--- src/rtl/epoch_window_sched_if.sv ---
// Control and strobe bundle between the sample front end and the window sequencer.
// With SCHED_STATUS_EN defined the bundle also carries the epoch and drop counters.
interface epoch_window_sched_if;
  logic        start;
  logic        stop;
  logic        hold;
  logic        sample_valid;
  logic        ld_s1;
  logic        ld_s2;
  logic        ld_s3;
  logic        ld_s4;
  logic [3:0]  full;
  logic        out_valid;
  logic [1:0]  state;
  logic        drop;
`ifdef SCHED_STATUS_EN
  logic [15:0] epoch_cnt;
  logic [15:0] drop_cnt;

  modport master (
    output start, stop, hold, sample_valid,
    input  ld_s1, ld_s2, ld_s3, ld_s4, full, out_valid, state, drop, epoch_cnt, drop_cnt
  );
  modport slave (
    input  start, stop, hold, sample_valid,
    output ld_s1, ld_s2, ld_s3, ld_s4, full, out_valid, state, drop, epoch_cnt, drop_cnt
  );
`else
  modport master (
    output start, stop, hold, sample_valid,
    input  ld_s1, ld_s2, ld_s3, ld_s4, full, out_valid, state, drop
  );
  modport slave (
    input  start, stop, hold, sample_valid,
    output ld_s1, ld_s2, ld_s3, ld_s4, full, out_valid, state, drop
  );
`endif
endinterface

--- src/rtl/epoch_window_sched.sv ---
// Sequencer for the cascaded 1s/5s/30s/240s window stages; SCHED_STATUS_EN adds epoch/drop counters.
// Strobes, drop and out_valid appear one cycle after the accepted sample.
// No backpressure: samples outside FILL/RUN, or in a stop cycle, are rejected and flagged on drop.
module epoch_window_sched #(
  parameter int SPS    = 250,
  parameter int N_5S   = 5,
  parameter int N_30S  = 6,
  parameter int N_240S = 8,
  parameter int D1     = 5,
  parameter int D2     = 5,
  parameter int D3     = 6,
  parameter int D4     = 8,
  parameter int CW     = 8
) (
  input logic                 clk,
  input logic                 rst,
  epoch_window_sched_if.slave bus
);
  typedef enum logic [1:0] {
    IDLE = 2'b00,
    FILL = 2'b01,
    RUN  = 2'b10,
    HOLD = 2'b11
  } state_t;

  localparam logic [CW-1:0] C0_MAX = CW'(SPS - 1);
  localparam logic [7:0]    C1_MAX = 8'(N_5S - 1);
  localparam logic [7:0]    C2_MAX = 8'(N_30S - 1);
  localparam logic [7:0]    C3_MAX = 8'(N_240S - 1);
  localparam logic [7:0]    DEPTH [4] = '{8'(D1), 8'(D2), 8'(D3), 8'(D4)};

  state_t        state_q, state_d;
  logic          ret_run_q, ret_run_d;
  logic [CW-1:0] c0_q;
  logic [7:0]    c1_q, c2_q, c3_q;
  logic [7:0]    f_q [4];
  logic [7:0]    f_d [4];
  logic [3:0]    ld_q;
  logic          ov_q, drop_q;
  logic [3:0]    full_now, full_d;
  logic          accept, tick1, tick5, tick30, tick240, ov_d, drop_d;

  assign accept  = bus.sample_valid && (state_q == FILL || state_q == RUN) && !bus.stop;
  assign tick1   = accept && (c0_q == C0_MAX);
  assign tick5   = tick1  && (c1_q == C1_MAX);
  assign tick30  = tick5  && (c2_q == C2_MAX);
  assign tick240 = tick30 && (c3_q == C3_MAX);
  assign ov_d    = tick240 && (&full_d);
  assign drop_d  = bus.sample_valid && !accept;

  // Fill counts track the strobes actually presented to the stages, so a
  // stage is full only once its last load has been clocked in.
  always_comb begin
    for (int k = 0; k < 4; k++) begin
      f_d[k] = f_q[k];
      if (ld_q[k] && (f_q[k] != DEPTH[k])) f_d[k] = f_q[k] + 8'd1;
      full_d[k]   = (f_d[k] == DEPTH[k]);
      full_now[k] = (f_q[k] == DEPTH[k]);
    end
  end

  always_comb begin
    state_d   = state_q;
    ret_run_d = ret_run_q;
    if (bus.stop) begin
      state_d = IDLE;
    end else begin
      case (state_q)
        IDLE: if (bus.start && !bus.hold) state_d = FILL;
        FILL: begin
          if (bus.hold) begin
            state_d   = HOLD;
            ret_run_d = 1'b0;
          end else if (&full_d) begin
            state_d = RUN;
          end
        end
        RUN: begin
          if (bus.hold) begin
            state_d   = HOLD;
            ret_run_d = 1'b1;
          end
        end
        HOLD: if (!bus.hold) state_d = (ret_run_q || (&full_d)) ? RUN : FILL;
        default: state_d = IDLE;
      endcase
    end
  end

  always_ff @(posedge clk) begin
    if (rst) begin
      state_q   <= IDLE;
      ret_run_q <= 1'b0;
      c0_q      <= '0;
      c1_q      <= '0;
      c2_q      <= '0;
      c3_q      <= '0;
      ld_q      <= '0;
      ov_q      <= 1'b0;
      drop_q    <= 1'b0;
      for (int k = 0; k < 4; k++) f_q[k] <= '0;
    end else begin
      state_q   <= state_d;
      ret_run_q <= ret_run_d;
      ld_q      <= {tick30, tick5, tick1, accept};
      ov_q      <= ov_d;
      drop_q    <= drop_d;
      if (bus.stop) begin
        c0_q <= '0;
        c1_q <= '0;
        c2_q <= '0;
        c3_q <= '0;
        for (int k = 0; k < 4; k++) f_q[k] <= '0;
      end else begin
        if (accept) c0_q <= tick1   ? '0 : c0_q + 1'b1;
        if (tick1)  c1_q <= tick5   ? '0 : c1_q + 8'd1;
        if (tick5)  c2_q <= tick30  ? '0 : c2_q + 8'd1;
        if (tick30) c3_q <= tick240 ? '0 : c3_q + 8'd1;
        for (int k = 0; k < 4; k++) f_q[k] <= f_d[k];
      end
    end
  end

  assign bus.ld_s1     = ld_q[0];
  assign bus.ld_s2     = ld_q[1];
  assign bus.ld_s3     = ld_q[2];
  assign bus.ld_s4     = ld_q[3];
  assign bus.full      = full_now;
  assign bus.out_valid = ov_q;
  assign bus.state     = state_q;
  assign bus.drop      = drop_q;

`ifdef SCHED_STATUS_EN
  logic [15:0] epoch_cnt_q, drop_cnt_q;

  // Status survives stop; only rst clears it.
  always_ff @(posedge clk) begin
    if (rst) begin
      epoch_cnt_q <= '0;
      drop_cnt_q  <= '0;
    end else begin
      if (ov_d) epoch_cnt_q <= epoch_cnt_q + 16'd1;
      if (drop_d && (drop_cnt_q != 16'hFFFF)) drop_cnt_q <= drop_cnt_q + 16'd1;
    end
  end

  assign bus.epoch_cnt = epoch_cnt_q;
  assign bus.drop_cnt  = drop_cnt_q;
`endif
endmodule

--- src/flat_wrapper.sv ---
// flat-port wrapper written by rule: the top's interface ports become plain ports
module epoch_window_sched_flat 
#(
  parameter int SPS    = 250,
  parameter int N_5S   = 5,
  parameter int N_30S  = 6,
  parameter int N_240S = 8,
  parameter int D1     = 5,
  parameter int D2     = 5,
  parameter int D3     = 6,
  parameter int D4     = 8,
  parameter int CW     = 8
)
  (clk, rst, bus_start, bus_stop, bus_hold, bus_sample_valid, bus_ld_s1, bus_ld_s2, bus_ld_s3, bus_ld_s4, bus_full, bus_out_valid, bus_state, bus_drop);
  epoch_window_sched_if bus_i ();
  input logic clk;
  input logic rst;
  input wire logic [$bits(bus_i.start)-1:0] bus_start;
  input wire logic [$bits(bus_i.stop)-1:0] bus_stop;
  input wire logic [$bits(bus_i.hold)-1:0] bus_hold;
  input wire logic [$bits(bus_i.sample_valid)-1:0] bus_sample_valid;
  output wire logic [$bits(bus_i.ld_s1)-1:0] bus_ld_s1;
  output wire logic [$bits(bus_i.ld_s2)-1:0] bus_ld_s2;
  output wire logic [$bits(bus_i.ld_s3)-1:0] bus_ld_s3;
  output wire logic [$bits(bus_i.ld_s4)-1:0] bus_ld_s4;
  output wire logic [$bits(bus_i.full)-1:0] bus_full;
  output wire logic [$bits(bus_i.out_valid)-1:0] bus_out_valid;
  output wire logic [$bits(bus_i.state)-1:0] bus_state;
  output wire logic [$bits(bus_i.drop)-1:0] bus_drop;
  assign bus_i.start = bus_start;
  assign bus_i.stop = bus_stop;
  assign bus_i.hold = bus_hold;
  assign bus_i.sample_valid = bus_sample_valid;
  assign bus_ld_s1 = bus_i.ld_s1;
  assign bus_ld_s2 = bus_i.ld_s2;
  assign bus_ld_s3 = bus_i.ld_s3;
  assign bus_ld_s4 = bus_i.ld_s4;
  assign bus_full = bus_i.full;
  assign bus_out_valid = bus_i.out_valid;
  assign bus_state = bus_i.state;
  assign bus_drop = bus_i.drop;
  epoch_window_sched #(.SPS(SPS), .N_5S(N_5S), .N_30S(N_30S), .N_240S(N_240S), .D1(D1), .D2(D2), .D3(D3), .D4(D4), .CW(CW)) u_core (.clk(clk), .rst(rst), .bus(bus_i));
endmodule
--- config.mk ---
export PLATFORM = sky130hd
export DESIGN_NAME = epoch_window_sched_flat
export DESIGN_NICKNAME = d
export VERILOG_FILES = /design/src/rtl/epoch_window_sched_if.sv /design/src/rtl/epoch_window_sched.sv /design/src/flat_wrapper.sv
export SDC_FILE = /design/constraint.sdc
export NUM_CORES = 1
export LEC_CHECK = 0
export ABC_AREA = 1
export CAP_MARGIN = 20
export CELL_PAD_IN_SITES_DETAIL_PLACEMENT = 0
export CELL_PAD_IN_SITES_GLOBAL_PLACEMENT = 2
export CORE_ASPECT_RATIO = 0.6
export CORE_MARGIN = 4
export CORE_UTILIZATION = 37
export CTS_CLUSTER_DIAMETER = 120
export DETAILED_ROUTE_END_ITERATION = 12
export PLACE_DENSITY = 0.89
export SLEW_MARGIN = 5
export SYNTH_ARGS = -nofsm -noshare
export SYNTH_HDL_FRONTEND = slang
export SYNTH_SLANG_ARGS = --single-unit
--- constraint.sdc ---
create_clock -name clk -period 4.7 [get_ports clk]
set_input_delay 1.175 -clock clk [delete_from_list [all_inputs] [get_ports clk]]
set_output_delay 1.175 -clock clk [all_outputs]
set_load 0.02 [all_outputs]
* Word-level counts from Yosys, hierarchy flattened
Memory sizes are Yosys's and may differ from the RTL's. Index checks and enable logic that the tools add are counted.
Word-level totals: logic and storage cells 109, bits in writable memories 32, memories 1, input port bits 6, register bits 41, output and inout bits 12
Operators by class: reduce and logical (&&, ||, !) cells 24, add/sub/neg operators 8, multiplexer cells 34, bitwise gates (word level) 9, equality and inequality tests 24
Memory list:
- u_core.f_q | words 4, bits a word 8, rd ports 4, clocked after Yosys merged registers in 0, write ports 4, RTL line epoch_window_sched.sv:36 | logic [7:0] f_q [4];
Operators by type and width (number):
- $mux 8 | 16
- $eq 8x3->1 const B | 9
- $add 8x1->8 const B | 8
- $ne 8x3->1 const B | 3
- $eq 8x4->1 const B | 2
- $logic_and 1x1->1 | 13
- $mux 2 | 6
- $reduce_and 4->1 | 3
- $mux 1 | 10
- $eq 8x8->1 const B | 1
- $ne 8x4->1 const B | 1
- $or 1x1->1 | 8
- $pmux 2 s4 | 1
- $ne 2x2->1 const B | 3
- $eq 2x2->1 const B | 2
- $logic_not 1->1 | 3
- $ne 3x3->1 const B | 1
- $eq 2x1->1 const B | 1
- $logic_not 2->1 | 1
- $logic_or 1x1->1 | 2
- $ne 2x1->1 const B | 1
- $pmux 1 s2 | 1
- $reduce_bool 2->1 | 1
- $reduce_or 2->1 | 1
- $not 1->1 | 1

* Longest topological paths before layout
Gate-level depths: netlist (run 1).
depth in word-level cells 9, gate-level depth with buffers 19, depth with buffers taken out 19

* Least setup slack after synthesis (run 1)
OpenSTA, ideal clock, no wires.
kind input-to-reg, from input port bus_stop, to register u_core.c3_q[7], setup slack 2.112 ns, data required time 4.578 ns, setup time 0.122 ns, arrival time 2.466 ns, cell stages on the path 13, cell sequence nor2_1 -> nand2_1 -> nor3_2 -> nand2_2 -> nor2_4 -> nand2_4 -> or2_4 -> nor2_4 -> nand2_2 -> nor2_2 -> nand2_1 -> nor2_1 -> nor3b_2
On the way: word-level cells in the longest chain between the ends 7, elaborated cells between the ends (all ways) 8
Ends and longest elaborated chain:
- start, declared | RTL line flat_wrapper.sv:19 | input wire logic [$bits(bus_i.stop)-1:0] bus_stop;
- $logic_not 1->1 | RTL line epoch_window_sched.sv:43 | assign accept = bus.sample_valid && (state_q == FILL || state_q == RUN) && !bus.stop;
- $logic_and 1x1->1 | RTL line epoch_window_sched.sv:43
- $logic_and 1x1->1 | RTL line epoch_window_sched.sv:44 | assign tick1 = accept && (c0_q == C0_MAX);
- $logic_and 1x1->1 | RTL line epoch_window_sched.sv:45 | assign tick5 = tick1 && (c1_q == C1_MAX);
- $logic_and 1x1->1 | RTL line epoch_window_sched.sv:46 | assign tick30 = tick5 && (c2_q == C2_MAX);
- $logic_and 1x1->1 | RTL line epoch_window_sched.sv:47 | assign tick240 = tick30 && (c3_q == C3_MAX);
- $mux 8 | RTL line epoch_window_sched.sv:118 | if (tick30) c3_q <= tick240 ? '0 : c3_q + 8'd1;
- end signal, assigned | RTL line epoch_window_sched.sv:118
- end, declared | RTL line epoch_window_sched.sv:35 | logic [7:0] c1_q, c2_q, c3_q;
Parallel ways exist; a longest one is shown, timed or not. A chain may end at the register's enable or synchronous reset.

==> out/results.tsv, run 1 <==
metric	value	unit
status	complete, no violations	
max-slew violations	0	
Worst Path Arrival	2040	ps
placed cell area	5080	sq um
post_cts resized	0	
htree depth	3	
minimum clock period	3210	ps
clk slew on worst S/H paths	60	ps
RSZ-0062 raised after global routing	no	
DR WL/cell	12.1	microns
skew final	8.51	ps
CP endpoint kind	primary output	
clock root cell	clkbuf_16	
Vias per Instance	4.61	
worst-margin pin slew	655	ps
Peak VDD IR	159	uV
DRT Pass-1 Iters	4	
cells taking the most area after synthesis	dfxtp_1, nand2_1, edfxtp_1, nor2_1, inv_1	
worst skew pair latency	340	ps
drt drc	0	
antenna diode count	0	
TritonCTS clock tree	done	
Layout area overhead	15.6	%
# hold bufs at CTS	0	
clk buf depth	2	
most frequent cells in the layout	nand2_1, nor2_1, inv_1, dfxtp_1, nand3_1	
Rows	31	
critical path type	flop to primary output	
Mapped Cells	698	
cell area after synthesis	4650	sq um
grt total ovfl	0	
total of max-cap violations	0	
placeable core area	12200	sq um
gr usage total	15.9	%
Hold Path Class	flop to flop	
normalized max-slew margin	55.8	%
Synth top area share	21.1	%
port bufs	17	
WL final	11.0	mm
crit path max fanout	4	
DR iter-0 viols	269	
Starting Density	38.2	%
top cell type by total area after synthesis	dfxtp_1	
Worst setup SP type	flop	
clock sink count	73	
number of global-route vias before repair	3879	
Synth Area per Inst	6.66	sq um
Req. time, crit path	3520	ps
PD cells	273	nW/um^2
endpoints failing hold	0	
Vias	4200	
Pleak	2.23	nW
antenna violations before repair	0	
IO Pins	18	
Seq cells post-synth	73	
Final period util	68.3	%
count of unique library cells instantiated by Yosys	45	
largest net degree at the start of global routing	23	
worst slack at placement	1190	ps
yosys warns	0	
DIE WIDTH	153	microns
first-pass GRT wire length	18.6	mm
Nets	768	
Placer Congestion	0.809	
Design Area, Final	5370	sq um
FMAX	0.311	GHz
worst setup margin	1490	ps
Post-DRT Antenna Nets	0	
Final setup viols	0	
commonest non-fill, non-tap cell in the layout	nand2_1	
post-CTS setup buffers	0	
height of the die	94.8	microns
Post-DP HPWL	8.60	mm
setup TNS	0	ps
CTS Buf Count	9	
post-synthesis sequential area ratio	36.6	%
total die area	14500	sq um
share of cells above drive strength 1	5.49	%
[synth_stat cells (all sizes together)]
library cell and n:
edfxtp 24, nand4 4, a221oi 1, o211a 1
nand2 215, conb 1, nand3b 2, a31oi 2
a21oi 29, nor2 124, clkbuf 6, xnor2 4
o31ai 1, ha 20, o21ai 21, and2 1
or2 2, inv 97, a211oi 5, nor3 17
xor2 9, clkinv 1, nand3 43, o22ai 1
o21bai 2, nor4 5, o21a 2, buf 3
nor3b 6, dfxtp 49
[cells by family (layout without fill, tap and decap cells)]
kind of cell	after synthesis	in the layout	share of synthesized area, %
AO/OA/AOI/OAI	65	65	7.89
XOR/XNOR	13	13	2.45
adder cells (fa/ha/maj)	20	20	5.39
buffers and inverters	107	133	8.89
flip-flops	73	73	36.6
other	1	24	0.0807
AND/OR/NAND/NOR	419	419	38.7
[report_power, final]
group / internal [W] / switching [W]
registers: 0.000665 / 0.0000168
logic: 0.0000343 / 0.0000621
clock network: 0.000411 / 0.000277
[state kept, by name (all words and copies together) (netlist names)]
| name | count |
|---|---|
| u_core.bus.drop | 1 |
| u_core.bus.out_valid | 1 |
| u_core.bus.state | 2 |
| u_core.c0_q | 8 |
| u_core.c1_q | 8 |
| u_core.c2_q | 8 |
| u_core.c3_q | 8 |
| u_core.f_q | 32 |
| u_core.ld_q | 4 |
| u_core.ret_run_q | 1 |
[final cells by class]
class,instances,area [sq um]
fill,1264,6810
multi-input combinational,541,2620
sequential,73,1700
inverter,98,368
clock buffer,9,225
tap,165,206
timing repair buffer,19,185
clock inverter,7,68.8
[worst paths after layout]
| check | start | end | slack, ps | depth (start not counted) |
|---|---|---|---|---|
| min | u_core.c0_q[4] | u_core.c0_q[4] | 460 | 2 |
| min reg2reg | u_core.c0_q[4] | u_core.c0_q[4] | 460 | 2 |
| max reg2reg | u_core.bus.state[0] | u_core.c3_q[7] | 2000 | 16 |
| max | u_core.f_q[3][0] | bus_full[3] | 1490 | 7 |
[critical path: stages, from the launching register on]
cell and delay, ps:
edfxtp_1 440, inv_1 120, ha_1 200, nand2_1 70, nor2_1 100, nand2_1 100
inv_1 80, clkdlybuf4s50_1 600
[metrics by stage]
step	total power, W	utilization, %	hold WS [ps]	std cells
after floorplan	0.000761	-	435	721
after global placement	0.000789	41.7	445	896
after detailed placement	0.000791	41.7	453	896
after CTS	0.00149	44.1	462	912
after global routing	0.00153	44.1	484	912
final	0.00147	44.1	458	912
[metal layers]
metal	up-vias	GRT usage, %	share of wire (%)
met5	-	0	0
met4	0	4.82	1.4
met3	14	3.71	3.3
met2	56	21.4	37
met1	1859	24.8	58
li1	2271	-	-
Note: power is estimated with default switching activity, not from simulation.
==> run 2: changes to the inputs <==
--- a/config.mk
+++ b/config.mk
@@ -11,10 +11,10 @@
 export CELL_PAD_IN_SITES_GLOBAL_PLACEMENT = 2
 export CORE_ASPECT_RATIO = 0.6
 export CORE_MARGIN = 4
-export CORE_UTILIZATION = 37
+export CORE_UTILIZATION = 35
 export CTS_CLUSTER_DIAMETER = 120
 export DETAILED_ROUTE_END_ITERATION = 12
-export PLACE_DENSITY = 0.89
+export PLACE_DENSITY = 0.85
 export SLEW_MARGIN = 5
 export SYNTH_ARGS = -nofsm -noshare
 export SYNTH_HDL_FRONTEND = slang
==> constraint.sdc (replaced) <==
create_clock -name clk -period 3 [get_ports clk]
set_input_delay 0.75 -clock clk [delete_from_list [all_inputs] [get_ports clk]]
set_output_delay 0.75 -clock clk [all_outputs]
set_load 0.02 [all_outputs]
==> run 2 against run 1 <==
  * Non-clock buffer count grew 3
  * Register-to-register slack lost 1500 ps
  * Sequential power grew 57%
  * Setup slack lost 1200 ps
  * Clock-buffer cell count is the same
  * Global-route usage shrank 0.74 points
==> out/results.tsv, run 2 (synthesized netlist as in run 1, its figures left out) <==
metric	value	unit	change
max-slew violations	0		unchanged
GR Util met1	24.6	%	-0.16 points
max reg flops	32		unchanged
Req. time, crit path	2250	ps	-1270 ps
DRT Pass-1 Iters	5		+1
GR Util met2	19.6	%	-1.8 points
Pleak	2.25	nW	+1.2%
Hold Startpoint	u_core.c0_q[4]		
Post-DP HPWL	8.53	mm	-0.83%
Worst Path Arrival	2010	ps	-30 ps
clk buf depth	2		unchanged
total of max-cap violations	0		unchanged
busiest layer in global routing	met1		
IO Pins	18		unchanged
number of global-route vias before repair	3838		-1.1%
Starting Density	35.9	%	-2.2 points
gr usage total	15.2	%	-0.74 points
clk slew on worst S/H paths	60	ps	about the same
most frequent cells in the layout	nand2_1, nor2_1, inv_1, dfxtp_1, nand3_1		
drt drc	0		unchanged
largest net degree at the start of global routing	27		+17%
reg2reg end	u_core.c3_q[7]		
antenna diode count	0		unchanged
post-CTS setup buffers	0		unchanged
first-pass GRT wire length	18.9	mm	+1.7%
Worst setup SP type	flop		
status	complete, no violations		
post_cts resized	0		unchanged
R2R setup slack	480	ps	-1520 ps
Final period util	91.9	%	
Nets	771		+0.39%
total die area	15200	sq um	+5.3%
M3 GR Usage	3.92	%	+0.21 points
height of the die	97.3	microns	+2.6%
Rows	32		+3.2%
Worst Reg2Reg Path Length in Cells	16		unchanged
commonest non-fill, non-tap cell in the layout	nand2_1		
Hold Path Cell Cnt	2		unchanged
FMAX	0.363	GHz	
WL final	10.9	mm	-1.0%
DR WL/cell	11.8	microns	-1.9%
Peak VDD IR	259	uV	+63%
share of cells above drive strength 1	6.00	%	+0.51 points
Hold Path Class	flop to flop		
skew final	5.24	ps	-3.27 ps
placed cell area	5110	sq um	+0.57%
crit path max fanout	4		unchanged
Vias	4198		-0.048%
PD cells	439	nW/um^2	+61%
normalized max-slew margin	55.0	%	-0.86 points
critical path type	flop to primary output		
# hold bufs at CTS	0		unchanged
worst-margin pin slew	668	ps	+12.8 ps
Hold Path Sink	u_core.c0_q[4]		
CP Cell Sequence	inv_1 > ha_1 > nand2_1 > nor2_1 > nand2_1 > inv_1 > clkdlybuf4s50_1		
Critical Path Slowest Stage Cell	clkdlybuf4s50_1		
Final setup viols	0		unchanged
DR iter-0 viols	269		unchanged
htree depth	3		unchanged
placeable core area	12900	sq um	+6.2%
minimum clock period	2760	ps	
Post-DRT Antenna Nets	0		unchanged
RSZ-0062 raised after global routing	no		
Vias per Instance	4.56		-0.92%
slowest stage delay, CP	590	ps	about the same
r2r startpoint	u_core.bus.state[0]		
Overall Power	0.00238	W	+62%
DIE WIDTH	157	microns	+2.7%
Placer Congestion	0.803		-0.83%
CTS Buf Count	9		unchanged
Layout area overhead	16.8	%	
endpoints failing hold	0		unchanged
Biggest register	u_core.f_q		
Design Area, Final	5430	sq um	+1.0%
worst skew pair latency	330	ps	about the same
clock sink count	73		unchanged
TritonCTS clock tree	done		
clock root cell	clkbuf_16		
antenna violations before repair	0		unchanged
port bufs	17		unchanged
setup TNS	0	ps	unchanged
grt total ovfl	0		unchanged
CP endpoint kind	primary output		
[run 2: layout make-up]
class	count	area, sq um
clock buffers	9	225
clock inverters	7	93.8
fillers	1369	7500
inverters	98	368
multi-input cells	541	2620
flip-flops and latches	73	1700
well taps	170	213
repair buffers	22	208
[run 2: worst max-delay path by stage]
stage / start / slack, ps / end / cells past startpoint
after global routing: u_core.f_q[3][0] / 110 / bus_full[3] / 7
after global placement: bus_stop / 200 / u_core.c3_q[7] / 14
after detailed placement: bus_stop / 130 / u_core.c3_q[7] / 14
final: u_core.f_q[3][0] / 240 / bus_full[3] / 7
after CTS: u_core.f_q[3][0] / 240 / bus_full[3] / 7
after floorplan: u_core.bus.state[0] / 660 / u_core.c3_q[7] / 16
[run 2: power breakdown]
| part | total (W) | internal, W | switching (W) |
|---|---|---|---|
| logic | 0.000153 | 0.0000549 | 0.0000982 |
| clock network | 0.00116 | 0.000728 | 0.000432 |
| registers | 0.00107 | 0.00104 | 0.0000256 |
[run 2: routing by layer]
layer	part of all wire (%)	vias up
met1	59	1842
met3	3.6	8
met2	37	68
li1	-	2280
met4	0.70	0
met5	0	-
[run 2: critical path, delay by kind of cell, from the launching register on]
family	cells	cell delay (ps)
buffers and inverters	3	780
DFF	1	440
and+or+nand+nor	3	240
adders and majority gates	1	200
[run 2: stage by stage]
stage | hold slack, ps | utilization, % | setup slack, ps | cells
after floorplan | 435 | - | 658 | 721
after global placement | 443 | 39.5 | 205 | 904
after detailed placement | 450 | 39.5 | 128 | 904
after CTS | 459 | 42.0 | 241 | 920
after global routing | 483 | 42.0 | 114 | 920
final | 455 | 42.0 | 242 | 920
